`config.mk`:
```
export PLATFORM = sky130hd
export DESIGN_NAME = spi_target_resp
export DESIGN_NICKNAME = d
export VERILOG_FILES = /design/src/rtl/spi_target_pkg.sv /design/src/rtl/spi_target_shift.sv /design/src/rtl/spi_target_resp.sv
export SDC_FILE = /design/constraint.sdc
export NUM_CORES = 1
export LEC_CHECK = 0
export ABC_AREA = 1
export CAP_MARGIN = 30
export CELL_PAD_IN_SITES_DETAIL_PLACEMENT = 1
export CELL_PAD_IN_SITES_GLOBAL_PLACEMENT = 1
export CORE_MARGIN = 4
export CORE_UTILIZATION = 36
export DETAILED_ROUTE_END_ITERATION = 10
export MAX_ROUTING_LAYER = met4
export PLACE_DENSITY_LB_ADDON = 0.1
export REMOVE_ABC_BUFFERS = 1
export SLEW_MARGIN = 30
export SYNTH_ARGS = -nofsm -noshare
export SYNTH_HDL_FRONTEND = slang
export SYNTH_HIERARCHICAL = 1
export SYNTH_SLANG_ARGS = --single-unit
```
`constraint.sdc`:
```
create_clock -name clk -period 3.4 [get_ports clk]
set_input_delay 1.02 -clock clk [delete_from_list [all_inputs] [get_ports clk]]
set_output_delay 1.02 -clock clk [all_outputs]
set_load 0.02 [all_outputs]
```
`src/rtl/spi_target_pkg.sv`:
```
// Shared definitions for the SPI target responder: frame lengths, the
// positions of the frame fields and the frame FSM state encoding.
package spi_target_pkg;

   localparam int CFG_LEN     = 64;
   localparam int DAC_LEN     = 32;

   localparam int W_BIT       = 63;
   localparam int ADDR_HI     = 62;
   localparam int ADDR_LO     = 59;
   localparam int PAR_BIT     = 58;
   localparam int DAC_PAR_BIT = 31;

   typedef enum logic [2:0] {
      IDLE   = 3'd0,
      SHIFT  = 3'd1,
      COMMIT = 3'd2,
      WAIT   = 3'd3,
      ABORT  = 3'd4
   } state_e;

   // Status word returned in the first half of every config frame.
   function automatic logic [31:0] status_word(input logic [15:0] frame_cnt,
                                               input logic [7:0]  abort_cnt,
                                               input logic        last_abort);
      return {frame_cnt, abort_cnt, 7'b0, last_abort};
   endfunction

endpackage

```
`src/rtl/spi_target_shift.sv`:
```
// Serial front end of the SPI target: counts received bits, collects MOSI
// into a 64-bit shift register (newest bit at [0]) and drives MISO from a
// 32-bit load/shift register (MSB out first). Load wins over shift; clear
// wins over both so MISO rests at 0 outside of frame shifting.
module spi_target_shift (
   input  logic        clk,
   input  logic        rst,
   input  logic        start,
   input  logic        shift_en,
   input  logic        mosi,
   input  logic        load,
   input  logic [31:0] load_word,
   input  logic        out_clr,
   output logic [6:0]  cnt,
   output logic [63:0] in_sr,
   output logic        miso
);

   logic [6:0]  cnt_q, cnt_d;
   logic [63:0] in_sr_q, in_sr_d;
   logic [31:0] out_sr_q, out_sr_d;

   // Next-state of the bit counter and both shift registers.
   always_comb begin
      cnt_d    = cnt_q;
      in_sr_d  = in_sr_q;
      out_sr_d = out_sr_q;
      if (start) begin
         cnt_d = 7'd1;
      end else if (shift_en) begin
         cnt_d = cnt_q + 7'd1;
      end
      if (start || shift_en) begin
         in_sr_d = {in_sr_q[62:0], mosi};
      end
      if (out_clr) begin
         out_sr_d = '0;
      end else if (load) begin
         out_sr_d = load_word;
      end else if (shift_en) begin
         out_sr_d = {out_sr_q[30:0], 1'b0};
      end
   end

   // Counter and MISO register are cleared by reset.
   always_ff @(posedge clk) begin
      if (!rst) begin
         cnt_q    <= '0;
         out_sr_q <= '0;
      end else begin
         cnt_q    <= cnt_d;
         out_sr_q <= out_sr_d;
      end
   end

   // Received bits carry no state of their own; they are not reset.
   always_ff @(posedge clk) begin
      in_sr_q <= in_sr_d;
   end

   assign cnt   = cnt_q;
   assign in_sr = in_sr_q;
   assign miso  = out_sr_q[31];

endmodule

```
`src/rtl/spi_target_resp.sv`:
```
// SPI target responder. Decodes 64-bit config frames into a register file
// (status word + pre-write readback returned on MISO) and 32-bit DAC frames
// into a shadow code that DACSYNC commits to dac_code.
// Optional build macro: SPI_PARITY_EN enables even-parity checking of config
// (bit 58) and DAC (bit 31) frames; without it parity_err is tied 0.
module spi_target_resp
   import spi_target_pkg::*;
#(
   parameter int NREG  = 8,
   parameter int DAC_W = 16
) (
   input  logic              clk,
   input  logic              rst,
   input  logic              cs_b,
   input  logic              spi_sel,
   input  logic              mosi,
   input  logic              dacsync,
   output logic              miso,
   output logic [NREG*32-1:0] cfg_flat,
   output logic              cfg_wr,
   output logic [DAC_W-1:0]  dac_code,
   output logic              dac_pend,
   output logic              parity_err
);

   localparam int AW = $clog2(NREG);

   state_e             state_q;
   logic               sel_q, sel_d;
   logic [AW-1:0]      addr_q, addr_d;
   logic               armed_q, armed_d;
   logic [NREG*32-1:0] cfg_q, cfg_d;
   logic               cfg_wr_q, cfg_wr_d;
   logic [15:0]        frame_cnt_q, frame_cnt_d;
   logic [7:0]         abort_cnt_q, abort_cnt_d;
   logic               last_abort_q, last_abort_d;
   logic               par_err_q, par_err_d;
   logic [DAC_W-1:0]   shadow_q, shadow_d;
   logic [DAC_W-1:0]   dac_code_q, dac_code_d;
   logic               dac_pend_q, dac_pend_d;

   logic               start, shift_en, load, out_clr;
   logic [31:0]        load_word, rd_word;
   logic [6:0]         cnt, len_last;
   logic [63:0]        in_sr;
   logic [AW+4:0]      rd_base, wr_base;
   logic               cfg_par_ok, dac_par_ok;

   spi_target_shift u_shift (
      .clk       (clk),
      .rst       (rst),
      .start     (start),
      .shift_en  (shift_en),
      .mosi      (mosi),
      .load      (load),
      .load_word (load_word),
      .out_clr   (out_clr),
      .cnt       (cnt),
      .in_sr     (in_sr),
      .miso      (miso)
   );

`ifdef SPI_PARITY_EN
   assign cfg_par_ok = ~^{in_sr[W_BIT:PAR_BIT], in_sr[31:0]};
   assign dac_par_ok = ~^{in_sr[DAC_PAR_BIT], in_sr[DAC_W-1:0]};
   assign parity_err = par_err_q;
   logic unused_bits;
   assign unused_bits = ^in_sr;
`else
   assign cfg_par_ok = 1'b1;
   assign dac_par_ok = 1'b1;
   assign parity_err = 1'b0;
   logic unused_bits;
   assign unused_bits = ^{in_sr, par_err_q};
`endif

   // Front-end control decode: a frame starts only after cs_b has been seen
   // high since reset, so a select left low across reset is not decoded.
   always_comb begin
      start     = (state_q == IDLE) && !cs_b && armed_q;
      shift_en  = (state_q == SHIFT) && !cs_b;
      len_last  = sel_q ? 7'(DAC_LEN - 1) : 7'(CFG_LEN - 1);
      rd_base   = {addr_q, 5'b0};
      rd_word   = cfg_q[rd_base +: 32];
      load      = start || (shift_en && !sel_q && (cnt == 7'd32));
      out_clr   = !(start || shift_en);
      if (start) begin
         load_word = spi_sel ? 32'(shadow_q)
                             : status_word(frame_cnt_q, abort_cnt_q, last_abort_q);
      end else begin
         load_word = rd_word;
      end
   end

   // Frame FSM: collect LEN bits, apply for one cycle, then wait for deselect.
   always_ff @(posedge clk) begin
      if (!rst) begin
         state_q <= IDLE;
      end else begin
         case (state_q)
            IDLE:    if (start) state_q <= SHIFT;
            SHIFT: begin
               if (cs_b) begin
                  state_q <= ABORT;
               end else if (cnt == len_last) begin
                  state_q <= COMMIT;
               end
            end
            COMMIT:  state_q <= WAIT;
            WAIT:    if (cs_b) state_q <= IDLE;
            ABORT:   state_q <= IDLE;
            default: state_q <= IDLE;
         endcase
      end
   end

   // Frame application, counters and the DAC double buffer.
   always_comb begin
      sel_d        = sel_q;
      addr_d       = addr_q;
      armed_d      = armed_q | cs_b;
      cfg_d        = cfg_q;
      cfg_wr_d     = 1'b0;
      frame_cnt_d  = frame_cnt_q;
      abort_cnt_d  = abort_cnt_q;
      last_abort_d = last_abort_q;
      par_err_d    = 1'b0;
      shadow_d     = shadow_q;
      dac_code_d   = dac_code_q;
      dac_pend_d   = dac_pend_q;
      wr_base      = {in_sr[ADDR_LO +: AW], 5'b0};

      if (start) begin
         sel_d = spi_sel;
      end
      // After five bits the address field sits at in_sr[3:0].
      if (shift_en && !sel_q && (cnt == 7'd5)) begin
         addr_d = in_sr[AW-1:0];
      end

      // Commit strobe moves the old shadow out before a same-cycle reload.
      if (dacsync && dac_pend_q) begin
         dac_code_d = shadow_q;
         dac_pend_d = 1'b0;
      end

      if (state_q == COMMIT) begin
         frame_cnt_d = frame_cnt_q + 16'd1;
         if (sel_q) begin
            if (dac_par_ok) begin
               shadow_d   = in_sr[DAC_W-1:0];
               dac_pend_d = 1'b1;
            end else begin
               par_err_d = 1'b1;
            end
         end else begin
            last_abort_d = 1'b0;
            if (!cfg_par_ok) begin
               par_err_d = 1'b1;
            end else if (in_sr[W_BIT]) begin
               cfg_d[wr_base +: 32] = in_sr[31:0];
               cfg_wr_d             = 1'b1;
            end
         end
      end

      if (state_q == ABORT) begin
         last_abort_d = 1'b1;
         if (abort_cnt_q != 8'hFF) begin
            abort_cnt_d = abort_cnt_q + 8'd1;
         end
      end
   end

   // Architectural state, all cleared by reset.
   always_ff @(posedge clk) begin
      if (!rst) begin
         armed_q      <= 1'b0;
         cfg_q        <= '0;
         cfg_wr_q     <= 1'b0;
         frame_cnt_q  <= '0;
         abort_cnt_q  <= '0;
         last_abort_q <= 1'b0;
         par_err_q    <= 1'b0;
         shadow_q     <= '0;
         dac_code_q   <= '0;
         dac_pend_q   <= 1'b0;
      end else begin
         armed_q      <= armed_d;
         cfg_q        <= cfg_d;
         cfg_wr_q     <= cfg_wr_d;
         frame_cnt_q  <= frame_cnt_d;
         abort_cnt_q  <= abort_cnt_d;
         last_abort_q <= last_abort_d;
         par_err_q    <= par_err_d;
         shadow_q     <= shadow_d;
         dac_code_q   <= dac_code_d;
         dac_pend_q   <= dac_pend_d;
      end
   end

   // Per-frame latches; only meaningful while a frame is in flight.
   always_ff @(posedge clk) begin
      sel_q  <= sel_d;
      addr_q <= addr_d;
   end

   assign cfg_flat = cfg_q;
   assign cfg_wr   = cfg_wr_q;
   assign dac_code = dac_code_q;
   assign dac_pend = dac_pend_q;

endmodule

```
# After elaboration in Yosys (flattened, before gate mapping)
# Cells that the tools add are included.
dict set report word_totals {
  mem_bits_rw 0
  mem_bits_ro 0
  n_memories 0
  ff_bits 426
  latch_bits 0
}
dict set report op_classes {
  n_reduce_logical 23
  mux 20
  n_mul 0
  n_bitwise 4
  n_shift 3
  n_div 0
  add_sub_neg 4
  eq_ne 12
  order_cmp 0
}
# op count
set ops {}
lappend ops {{256-bit bitwise mux} 1}
lappend ops {{32-bit by 10-bit variable shift with 256-bit output (first input constant)} 1}
lappend ops {{256-bit by 9-bit indexed part select with 32-bit output} 1}
lappend ops {{32-bit by 10-bit indexed part select with 256-bit output} 1}
lappend ops {{32-bit two-way mux} 4}
lappend ops {{16-bit by 1-bit adder with 16-bit output (second input constant)} 1}
lappend ops {{3-bit two-way mux} 4}
lappend ops {{3-bit case mux with 4 select lines} 1}
lappend ops {{8-bit negator with 10-bit output} 1}
lappend ops {{1-bit two-way mux} 9}
lappend ops {{8-bit by 1-bit adder with 8-bit output (second input constant)} 1}
lappend ops {{8-bit != test (second input constant)} 1}
lappend ops {{2-bit AND reduction} 4}
lappend ops {{7-bit by 1-bit adder with 7-bit output (second input constant)} 1}
lappend ops {{7-bit by 3-bit equality test with 1-bit output (second input constant)} 1}
lappend ops {{7-bit by 6-bit equality test with 1-bit output} 1}
lappend ops {{7-bit by 6-bit equality test with 1-bit output (second input constant)} 1}
lappend ops {{1-bit logical AND} 7}
lappend ops {{3-bit by 2-bit equality test with 1-bit output (second input constant)} 2}
lappend ops {{6-bit two-way mux} 1}
lappend ops {{3-bit AND reduction} 2}
lappend ops {{2-bit nonzero test} 3}
lappend ops {{2-bit by 1-bit != test with 1-bit output (second input constant)} 2}
lappend ops {{3-bit by 1-bit equality test with 1-bit output (second input constant)} 1}
lappend ops {{other kinds (10)} 14}

# Logic depth before layout (Yosys ltp)
# Gate-level depths: netlist (run 1).
dict set report depth {
  ltp_word 6
  ltp_mapped 13
  depth_no_buf 12
}

# By module
# Netlist (run 1), hierarchy kept.
# module instances cells_per_inst seq_area_each_um2 area_each_um2
set modules_own_cells {}
lappend modules_own_cells {spi_target_resp 1 2173 6506.2 14800.4}
lappend modules_own_cells {spi_target_shift 1 350 2702.6 3796.1}

# Worst setup path before layout (run 1)
# Ideal clock, no wire load.
dict set report synth_timing {
  kind {input-to-reg}
  start {input cs_b}
  end {register u_shift.in_sr_q[0], in the netlist u_shift/in_sr[0], enable pin}
  stages 4
  t_arrival_ns 3.105
  n_path_buf 1
  setup_ns 0.424
  setup_slack_ns -0.129
  cell_sequence {nor3_1 buf_6 inv_4 nand2_1}
}
dict set report synth_via {
  elab_chain_cells 4
  elab_cells_between_ends 5
  cone_classes {5 x reduce/logical}
}
# element line_no
set synth_lines {}
lappend synth_lines {{from (decl)} spi_target_resp.sv:14} ;# input logic cs_b,
lappend synth_lines {{1-bit zero test *} {spi_target_resp.sv:80, spi_target_resp.sv:81}}
lappend synth_lines {{1-bit logical AND (2 in series)} spi_target_resp.sv:80} ;# start = (state_q == IDLE) && !cs_b && armed_q;
lappend synth_lines {{1-bit logical OR *} spi_target_shift.sv:33} ;# if (start || shift_en) begin
lappend synth_lines {{to (signal assigned)} spi_target_shift.sv:58} ;# in_sr_q <= in_sr_d;
lappend synth_lines {{to (decl)} spi_target_shift.sv:20} ;# logic [63:0] in_sr_q, in_sr_d;
# Mark *: on every way between the ends. The rest lies on a longest branch, timed or not.
# A chain may end at the register's enable or synchronous reset.

# Final worst setup path (run 1)
dict set report layout_timing {
  start {register u_shift.in_sr_q[59], in the netlist u_shift/in_sr[59]}
  end {register cfg_q[81], in the netlist cfg_flat[81]}
}
dict set report layout_via {
  elab_chain_cells 3
  elab_cells_between_ends 4
  cone_classes {1 x add/sub; 2 x shift; 1 x mux}
}
# element line_no
set layout_lines {}
lappend layout_lines {{8-bit negator with 10-bit output *} spi_target_resp.sv:161} ;# cfg_d[wr_base +: 32] = in_sr[31:0];
lappend layout_lines {{32-bit by 10-bit indexed part select with 256-bit output / 32-bit by 10-bit variable shift with 256-bit output (equally long branches)} spi_target_resp.sv:161}
lappend layout_lines {{256-bit bitwise mux *} spi_target_resp.sv:161}
lappend layout_lines {{to (signal assigned)} spi_target_resp.sv:190} ;# cfg_q <= cfg_d;
lappend layout_lines {{to (decl)} spi_target_resp.sv:32} ;# logic [NREG*32-1:0] cfg_q, cfg_d;
# Marked as above.

==> reports/metrics.yaml, run 1 <==
clock_network:
  cts-htree-levels: 2
  cts_hold_buf: 0
  clockBufferDepth: 3
  cts_tree: "built"
  clk_latency_ns: 0.59
  cts.clk_slew.worst_paths_ns: 0.06
  root_buffer: "clkbuf_16"
  post_cts_resized: 0
  cts_buffers: 49
  cts_sinks: 426
  postCtsSetupBuffers: 0
critical_path:
  r2r_end: "cfg_flat[81]"
  critPathRequiredTime_ns: 3.84
  endpoint: "cfg_flat[81]"
  cp.arrival_ns: 3.30
  worstSetupStartpointType: "flop"
  endpoint_kind: "flop"
  startpoint: "u_shift/in_sr[59]"
  r2r_cells: 9
  path_class: "reg2reg"
  r2r_start: "u_shift/in_sr[59]"
  cp_max_fo: 22
  regToRegSetupSlack_ns: 0.54
drt:
  wirelength_microns: 83000
  via_per_inst: 5.44
  antenna_left: 0
  wl_per_cell_microns: 23.8
  drc_errors: 0
  num_vias: 18944
  dr.pass1.iters: 7
  drtIter0Drc: 1527
die:
  die_w_microns: 235
  die_h_microns: 235
  rows: 83
  die_area_sq_um: 55400
  io-pin-count: 282
  coreArea_sq_um: 51200
  start_util_pct: 36.3
synthesis:
  ys_seq_elements: 426
  synthAdderAreaFrac_pct: 0.404
  yosys_warnings: 6
  synth_top_family_by_area: "simple AND/OR/NAND/NOR gates"
  yosysSeqAreaShare_pct: 49.5
  synth_compound_area_share_pct: 17.3
  yosys.area_share.simple_pct: 25.8
  synthesis.area_sq_um: 18600
  synth_xor_area_share_pct: 0.0471
  synth_cell_types: 36
  synthCells: 2523
  avgSynthCellArea_sq_um: 7.37
  muxShareOfSynthArea_pct: 0
place:
  hpwl_microns: 55800
  place_inst: 3388
  gp_congestion: 0.875
  io_buffers: 280
timing:
  fmax_mhz: 350
  hold_violations: 0
  finalCritPeriodShare_pct: 84.0
  finalCriticalPeriod_ns: 2.86
  maxSlewViolCount: 0
  fin_hold_ws_ns: 0.422
  finalSetupViolCount: 0
  rsz0062_at_grt: "false"
  maxSlewHeadroom_pct: 36.1
  setup_tns_ns: 0
  clock-skew-final_ns: 0.0220
  worst_slew_pin_slew_ns: 0.957
pwr:
  total_power_mw: 12.7
  swShare_pct: 28.4
  p_leak_nw: 9.00
  peakVddDrop_mv: 0.374
  seq_power_share_pct: 44.7
  internal-power_mw: 9.10
  p_sw_mw: 3.61
  combPwrFrac_pct: 11.7
  power.clock.fraction_pct: 43.6
  power.density_nw_per_um2: 532
final_layout:
  nets: 2771
  final_core_util_pct: 46.7
  fin_cells: 3481
  syn2layout_area_growth_pct: 28.4
  fillers: 6242
  drive_gt1_share_pct: 6.82
outcome:
  outcome: "completed"
worst_hold_path:
  hp-class: "reg2reg"
global_routing:
  grt_start_max_net_pins: 132
  track_usage_pct: 29.6
  grt_overflow_total: 0
  antenna_found_initial: 1
  grt_pass1_wl_microns: 124000
  grt_pass1_vias: 19456
job:
  drv_cap: 0
## registers in the layout, indices dropped and copies added (netlist names)
name              flops
u_shift/cnt           7
cfg_flat            256
shadow_q             16
frame_cnt_q          16
u_shift/in_sr        64
u_shift/out_sr_q     32
sel_q                 1
armed_q               1
state_q               3
addr_q                3
last_abort_q          1
cfg_wr                1
dac_code             16
abort_cnt_q           8
dac_pend              1
## layout by cell type, fill, tap and decap left out, types with 2 or more instances in the layout
cell and n:
nor2_1 503, nand2_1 491, dfxtp_1 358, o21ai_0 289
clkdlybuf4s50_1 279, a21oi_1 224, inv_1 136, nand3_1 116
o211ai_1 74, edfxtp_1 68, buf_4 57, clkbuf_16 52
nand2_2 14, nand4_1 14, clkbuf_1 13, nor3_1 12
buf_12 12, clkinv_2 10, a22oi_1 9, nor2_2 8
inv_2 7, ha_1 6, clkbuf_8 6, nor2_4 5
bufinv_16 5, clkinv_1 4, inv_4 3, nor4_1 3
nand3b_1 3, diode_2 2, nand3_2 2, nor2_8 2
nand2_4 2, o21bai_1 2, inv_6 2
## power groups by stage
stage | clock network (mW) | registers [mW] | logic, mW
after floorplan | 0 | 5.72 | 0.748
after global placement | 0 | 5.78 | 1.43
after detailed placement | 0 | 5.79 | 1.47
after CTS | 5.60 | 5.68 | 1.48
after global routing | 5.85 | 5.71 | 1.61
final | 5.54 | 5.68 | 1.49
## critical path, cell delays in order, from the launching register on
cell	delay, ns
edfxtp_1	0.47
inv_2	0.12
ha_1	0.24
ha_1	0.50
nand2_1	0.16
nor2_4	0.35
nand2_2	0.37
buf_12	0.31
nand2_1	0.09
a21oi_1	0.06
## worst min-delay path by stage
stage	cells past startpoint	slack, ns	endpoint	startpoint
6_report	0	0.42	u_shift/in_sr[52]	u_shift/in_sr[51]
5_1_grt	0	0.42	u_shift/in_sr[42]	u_shift/in_sr[41]
4_1_cts	0	0.42	u_shift/in_sr[42]	u_shift/in_sr[41]
3_5_place_dp	0	0.41	u_shift/in_sr[45]	u_shift/in_sr[44]
3_3_place_gp	0	0.40	u_shift/in_sr[39]	u_shift/in_sr[38]
2_1_floorplan	0	0.40	u_shift/in_sr[33]	u_shift/in_sr[32]
## cell families after synthesis
group | Yosys count
buffers and inverters | 310
AO/OA/AOI/OAI | 600
adder cells (fa/ha/maj) | 6
XOR/XNOR | 1
other | 1
flip-flops | 426
AND/OR/NAND/NOR | 1179
## cells in the mapped netlist
cell,n,area [sq um]
buf_1,6,22.5
nand4_1,14,87.6
nor2_1,505,1900
o21bai_1,2,15.0
nand2_2,13,81.3
o211ai_1,74,556
inv_4,1,6.26
nor3_1,13,65.1
dfxtp_1,358,7170
nand2_4,1,11.3
conb_1,1,3.75
buf_6,3,33.8
a21boi_0,1,7.51
nand3_2,2,20.0
nand2_1,493,1850
nand3b_1,3,22.5
a21oi_1,224,1120
clkinv_1,3,11.3
buf_4,12,90.1
buf_2,42,210
nor2_4,5,56.3
ha_1,6,75.1
o21ai_0,290,1450
a22oi_1,9,67.6
nor2_8,2,40.0
nand3_1,116,581
nor2_2,6,37.5
xnor2_1,1,8.76
clkbuf_1,100,375
edfxtp_1,68,2040
and3_1,1,6.26
inv_1,136,510
nor4_1,3,18.8
inv_2,7,26.3
nand4_2,1,12.5
nor3_2,1,10.0
## area by class of cell
class	count	area (sq um)	area share, %
Timing Repair Buffer	348	3460	14.5
Antenna cell	2	5.00	0.0210
Clock buffer	71	1430	6.00
Clock inverter	20	229	0.959
Multi-Input combinational cell	1787	8140	34.1
Tap cell	680	851	3.56
Sequential cell	426	9210	38.6
Inverter	147	559	2.34
## routing by layer
| layer | vias up | wire [microns] | GRT usage, % |
|---|---|---|---|
| met5 | - | 0 | - |
| met4 | 0 | 2730 | 10.1 |
| met3 | 138 | 5840 | 6.12 |
| met2 | 626 | 38300 | 46.5 |
| met1 | 9418 | 36100 | 38.4 |
| li1 | 8762 | - | - |
## per-stage QoR
stage,worst slack [ns],instance area [sq um]
floorplan,-2.41,17900
global placement,0.343,22200
detailed placement,0.200,22200
CTS,0.560,23900
global route,0.369,23900
finish,0.543,23900
No activity file was read; power rests on OpenSTA's default activity.
==> run 2, diff against run 1 <==
--- a/config.mk
+++ b/config.mk
@@ -10,7 +10,7 @@
 export CELL_PAD_IN_SITES_DETAIL_PLACEMENT = 1
 export CELL_PAD_IN_SITES_GLOBAL_PLACEMENT = 1
 export CORE_MARGIN = 4
-export CORE_UTILIZATION = 36
+export CORE_UTILIZATION = 39
 export DETAILED_ROUTE_END_ITERATION = 10
 export MAX_ROUTING_LAYER = met4
 export PLACE_DENSITY_LB_ADDON = 0.1
==> constraint.sdc (replaced) <==
create_clock -name clk -period 2.8 [get_ports clk]
set_input_delay 0.84 -clock clk [delete_from_list [all_inputs] [get_ports clk]]
set_output_delay 0.84 -clock clk [all_outputs]
set_load 0.02 [all_outputs]
==> run 2 against run 1 <==
  * Worst hold slack got worse by 0.0048 ns
  * Clock skew fell by 0.0073 ns
  * Sequential cell count stayed put
  * Critical endpoint is now cfg_flat[68]
  * Sequential share of layout area decreased by 0.15 points
  * Largest power group unchanged
  * Utilization up 4.5 points
  * Cell area rose by 0.38%
==> reports/metrics.yaml, run 2 (synthesized netlist as in run 1, its figures left out) <==
outcome:
  outcome: "completed"
timing:
  fmax_mhz: 374  # +6.9%
  maxSlewHeadroom_pct: 33.5  # -2.5 points
  fin_hold_ws_ns: 0.418  # -0.00477 ns
  rsz0062_at_grt: "false"
  worst_slew_pin_slew_ns: 0.995  # +0.0380 ns
  finalSetupViolCount: 0  # unchanged
  finalCritPeriodShare_pct: 95.4  # +11 points
  finalCriticalPeriod_ns: 2.67  # -0.186 ns
  maxSlewViolCount: 0  # unchanged
  hold_violations: 0  # unchanged
  clock-skew-final_ns: 0.0147  # -0.00729 ns
  setup_tns_ns: 0  # unchanged
clock_network:
  root_buffer: "clkbuf_16"
  cts_sinks: 426  # unchanged
  cts_tree: "built"
  cts.clk_slew.worst_paths_ns: 0.06  # about the same
  cts_buffers: 49  # unchanged
  clk_latency_ns: 0.59  # about the same
  clockBufferDepth: 3  # unchanged
  cts-htree-levels: 2  # unchanged
critical_path:
  worstPathCellList: "inv_2 > ha_1 > ha_2 > nand2_1 > nor2_4 > nand2_1 > buf_12 > nand2_1 > a21oi_1"
  path_delay_family: "simple AND/OR/NAND/NOR gates"
  endpoint_kind: "flop"
  critPathBufInv: 2  # unchanged
  cp_max_fo: 30  # +36%
  critPathRequiredTime_ns: 3.25  # -0.59 ns
  cp.arrival_ns: 3.12  # -0.18 ns
  crit_slowest_cell: "edfxtp_1"
  worstSetupStartpointType: "flop"
  path_class: "reg2reg"
  r2r_start: "u_shift/in_sr[59]"
  r2r_cells: 9  # unchanged
  cp_common_cell: "nand2_1"
  worst_path_largest_cell_delay_ns: 0.46  # -0.04 ns
  regToRegSetupSlack_ns: 0.13  # -0.41 ns
  r2r_end: "cfg_flat[68]"
  crit_cells: 9  # unchanged
final_layout:
  syn2layout_area_growth_pct: 28.9
  seq_area_sq_um: 9210  # unchanged
  fillers: 5780  # -7.4%
  layout_commonest_cell: "nor2_1"
  drive_gt1_share_pct: 7.74  # +0.91 points
  largest_register_ffs: 256  # unchanged
  antenna_cells: 0  # -2
  fin_cells: 3424  # -1.6%
  multi_input_area_sq_um: 8140  # about the same
  nets: 2791  # +0.72%
  layout_common_cells: "nor2_1 (503), nand2_1 (491), dfxtp_1 (358), o21ai_0 (289), clkdlybuf4s50_1 (279)"
  final_core_util_pct: 51.2  # +4.5 points
drt:
  via_per_inst: 5.71  # +4.9%
  wl_per_cell_microns: 24.1  # +1.1%
  dr.pass1.iters: 5  # -2
  drtIter0Drc: 1777  # +16%
  wirelength_microns: 82600  # -0.53%
  antenna_left: 0  # unchanged
  drc_errors: 0  # unchanged
  num_vias: 19555  # +3.2%
global_routing:
  grt_pass1_vias: 20034  # +3.0%
  track_usage_pct: 32.4  # +2.8 points
  grt_start_max_net_pins: 80  # -39%
  antenna_found_initial: 0  # -1
  grt_pass1_wl_microns: 124000  # -0.43%
  grt_overflow_total: 0  # unchanged
pwr:
  power.density_nw_per_um2: 637  # +20%
  swShare_pct: 29.0  # +0.60 points
  total_power_mw: 15.3  # +20%
  combPwrFrac_pct: 12.4  # +0.7 points
  p_leak_nw: 9.11  # +1.2%
  internal-power_mw: 10.8  # +19%
  power.clock.fraction_pct: 42.4  # -1.2 points
  p_sw_mw: 4.43  # +23%
  peakVddDrop_mv: 0.569  # +52%
  seq_power_share_pct: 45.1  # +0.4 points
worst_hold_path:
  min_from: "u_shift/in_sr[57]"
  min_to: "u_shift/in_sr[58]"
  hp-class: "reg2reg"
  worstHoldPathCells: 0  # unchanged
die:
  start_util_pct: 39.7  # +3.4 points
  rows: 79  # -4.8%
  die_w_microns: 226  # -3.8%
  coreArea_sq_um: 46900  # -8.5%
  io-pin-count: 282  # unchanged
  die_h_microns: 226  # -3.8%
  die_area_sq_um: 51200  # -7.4%
place:
  io_buffers: 280  # unchanged
  gp_congestion: 0.898  # +2.7%
  hpwl_microns: 55900  # +0.20%
  place_inst: 3332  # -1.7%
job:
  drv_cap: 0  # unchanged
==> run 2: stage by stage <==
step	worst slack, ns	instance area [sq um]
after global routing	0.0285	24000
after detailed placement	-0.115	22300
after CTS	0.00572	24000
final	0.128	24000
after floorplan	-3.01	17900
after global placement	0.0143	22300
==> run 2: how the worst max path moves through the flow <==
| stage | start | slack [ns] | to |
|---|---|---|---|
| after detailed placement | cs_b | -0.12 | u_shift/out_sr_q[1] |
| after floorplan | addr_q[0] | -3.01 | u_shift/out_sr_q[20] |
| final | u_shift/in_sr[59] | 0.13 | cfg_flat[68] |
| after global routing | u_shift/in_sr[59] | 0.03 | cfg_flat[175] |
| after CTS | u_shift/in_sr[59] | 0.006 | cfg_flat[36] |
| after global placement | cs_b | 0.01 | u_shift/out_sr_q[4] |
==> run 2: final cells by class <==
type	count	area share [%]
Clock buffer	63	5.76
Clock inverter	26	0.950
Inverter	147	2.33
Tap cell	607	3.17
Multi-Input combinational cell	1787	33.9
Timing Repair Buffer	368	15.5
Sequential cell	426	38.4
==> run 2: metal layers <==
layer	vias up	track usage [%]	wire length, microns
met4	0	10.6	2730
met1	9777	41.9	35000
met5	-	-	0
li1	8809	-	-
met3	194	5.24	5670
met2	775	52.3	39200
==> run 2: what timing repair did <==
action / CTS / global route
gates cloned: 0 / 0
endpoints found under the hold margin: 0 / 0
pin swaps: 1 / 0
setup buffers: 3 / 0
gates resized for setup: 0 / 4
endpoints found under the setup margin: 23 / 75
hold buffers: 0 / 0
==> run 2: worst register-to-register path, delay by kind of cell, from the launching register on <==
kind                       cells  cell delay, ns
and+or+nand+nor                4            0.88
AOI/OAI and AO/OA              1            0.06
buffers and inverters          2            0.41
DFF                            1            0.46
adders and majority gates      2            0.71
==> run 2: power groups by stage <==
stage          combinational (mW)  clock [mW]  sequential [mW]
6_report                     1.90        6.49             6.90
4_1_cts                      1.86        6.58             6.89
5_1_grt                      2.03        6.84             6.93
2_1_floorplan               0.909           0             6.95
3_3_place_gp                 1.80           0             7.02
3_5_place_dp                 1.85           0             7.02
==> run 3, diff against run 2 <==
--- a/config.mk
+++ b/config.mk
@@ -9,9 +9,11 @@
 export CAP_MARGIN = 30
 export CELL_PAD_IN_SITES_DETAIL_PLACEMENT = 1
 export CELL_PAD_IN_SITES_GLOBAL_PLACEMENT = 1
-export CORE_MARGIN = 4
+export CORE_MARGIN = 2
 export CORE_UTILIZATION = 39
 export DETAILED_ROUTE_END_ITERATION = 10
+export GPL_ROUTABILITY_DRIVEN = 0
+export GPL_TIMING_DRIVEN = 0
 export MAX_ROUTING_LAYER = met4
 export PLACE_DENSITY_LB_ADDON = 0.1
 export REMOVE_ABC_BUFFERS = 1
==> run 3 against run 2 <==
  * Worst setup slack worse by 0.039 ns
  * Maximum frequency is 1.4% lower
  * Via count shrank 0.77%
  * Cell area rose by 1.6%
  * Critical endpoint is now cfg_flat[18]
  * Largest cell class unchanged
==> reports/metrics.yaml, run 3 (synthesized netlist as in run 1, its figures left out) <==
global_routing:
  grt_pass1_wl_microns: 122000  # -1.1%
  grt_use_met2_pct: 52.1  # -0.11 points
  grt_use_met1_pct: 42.3  # +0.34 points
  grt_start_max_net_pins: 103  # +29%
  grt_overflow_total: 0  # unchanged
  grt_busiest_layer: "met2"
  grt_pass1_vias: 19660  # -1.9%
  grtUsageMet3_pct: 6.84  # +1.6 points
  track_usage_pct: 33.6  # +1.2 points
  antenna_found_initial: 5  # +5
drt:
  wl_per_cell_microns: 24.4  # +1.4%
  drtIter0Drc: 1610  # -9.4%
  dr.pass1.iters: 5  # unchanged
  wirelength_microns: 83600  # +1.3%
  antenna_left: 0  # unchanged
  drc_errors: 0  # unchanged
  via_per_inst: 5.67  # -0.69%
  num_vias: 19404  # -0.77%
final_layout:
  layout_common_cells: "nor2_1 (500), nand2_1 (485), dfxtp_1 (358), clkdlybuf4s50_1 (279), o21ai_0 (274)"
  syn2layout_area_growth_pct: 31.0
  nets: 2774  # -0.61%
  largest_register_ffs: 256  # unchanged
  layout_commonest_cell: "nor2_1"
  drive_gt1_share_pct: 7.53  # -0.21 points
  fillers: 5778  # -0.035%
  final_core_util_pct: 51.4  # +0.19 points
clock_network:
  cts_buffers: 48  # -2.0%
  root_buffer: "clkbuf_16"
  cts_sinks: 426  # unchanged
  cts.clk_slew.worst_paths_ns: 0.06  # about the same
  clockBufferDepth: 3  # unchanged
  cts-htree-levels: 2  # unchanged
  cts_tree: "built"
  cts_hold_buf: 0  # unchanged
  clk_latency_ns: 0.60  # about the same
critical_path:
  cp_max_fo: 20  # -33%
  worstSetupStartpointType: "flop"
  cp.arrival_ns: 3.19  # +0.07 ns
  path_delay_family: "buffers and inverters"
  critPathBufInv: 4  # +2
  path_class: "reg2reg"
  endpoint_kind: "flop"
  worstPathCellList: "buf_4 > inv_2 > ha_2 > inv_4 > nand3_1 > nor3_4 > buf_12 > nand2_8 > o21ai_0 > nor2_1"
  crit_slowest_cell: "ha_2"
  critPathRequiredTime_ns: 3.28  # +0.03 ns
  worst_path_largest_cell_delay_ns: 0.39  # -0.07 ns
die:
  die_w_microns: 222  # -1.8%
  die_area_sq_um: 49400  # -3.5%
  start_util_pct: 39.2  # -0.50 points
  coreArea_sq_um: 47400  # +1.3%
  io-pin-count: 282  # unchanged
  rows: 80  # +1.3%
  die_h_microns: 222  # -1.8%
place:
  hpwl_microns: 51800  # -7.2%
  pre_cts_ws_ns: -1.12  # -1.00 ns
  io_buffers: 280  # unchanged
timing:
  finalCritPeriodShare_pct: 96.8  # +1.4 points
  finalCriticalPeriod_ns: 2.71  # +0.0389 ns
  maxSlewViolCount: 0  # unchanged
  fmax_mhz: 369  # -1.4%
  maxSlewHeadroom_pct: 40.1  # +6.5 points
  hold_violations: 0  # unchanged
  clock-skew-final_ns: 0.0220  # +0.00732 ns
  setup_slack_ns: 0.0895  # -0.0389 ns
  worst_slew_pin_slew_ns: 0.891  # -0.104 ns
  finalSetupViolCount: 0  # unchanged
worst_hold_path:
  hp-class: "reg2reg"
pwr:
  power.density_nw_per_um2: 635  # -0.42%
  p_leak_nw: 9.11  # about the same
  peakVddDrop_mv: 0.389  # -32%
outcome:
  outcome: "completed"
job:
  drv_cap: 0  # unchanged
[run 3: per-stage QoR]
stage	hold slack, ns	power (mW)	instances	TNS [ns]	instance area, sq um
finish	0.408	15.5	3421	0	24400
global route	0.414	15.9	3421	-0.0166	24400
CTS	0.410	15.4	3405	0	24200
detailed placement	0.406	8.83	3292	-254.68	22300
global placement	0.401	8.67	3255	-2592.86	21400
floorplan	0.400	7.86	2360	-276.63	17900
[run 3: layer usage]
| layer | vias to the layer above | wire, microns |
|---|---|---|
| li1 | 8785 | - |
| met1 | 9671 | 35200 |
| met2 | 735 | 38800 |
| met3 | 213 | 5800 |
| met4 | 0 | 3870 |
| met5 | - | 0 |
[run 3: final cells by class]
cell class              count  area [sq um]  share of cell area (%)
repair inverters            1          8.76                  0.0359
repair buffers            347          3750                    15.4
flip-flops and latches    426          9210                    37.8
multi-input cells        1791          8400                    34.5
clock buffers              70          1390                    5.69
clock inverters            20           203                   0.832
well taps                 615           769                    3.16
inverters                 147           628                    2.58
diodes                      4          10.0                  0.0411
[run 3: report_power, final]
group | total, mW | switching, mW | internal (mW)
clock | 6.49 | 2.68 | 3.80
sequential | 6.90 | 0.315 | 6.59
combinational | 2.08 | 1.56 | 0.521
[run 3: worst paths after layout]
check | from | endpoint | slack (ns) | depth (start not counted)
hold / removal | u_shift/in_sr[37] | u_shift/in_sr[38] | 0.41 | 0
hold reg to reg | u_shift/in_sr[37] | u_shift/in_sr[38] | 0.41 | 0
setup / recovery | u_shift/in_sr[59] | cfg_flat[18] | 0.09 | 10
setup reg to reg | u_shift/in_sr[59] | cfg_flat[18] | 0.09 | 10
[run 3: worst reg2reg max path, delay by kind of cell (launching register included)]
kind                     cells  cell delay [ns]
AO/OA/AOI/OAI                1             0.27
adder cells (fa/ha/maj)      1             0.39
buffers and inverters        4             0.78
flip-flops                   1             0.35
AND/OR/NAND/NOR              4             0.79
[run 3: what timing repair did]
item / 4_1_cts / 5_1_grt
gates cloned: 3 / 2
pin swaps: 8 / 6
buffers inserted: 20 / 11
resized for setup: 33 / 24
endpoints found under the setup margin: 334 / 197
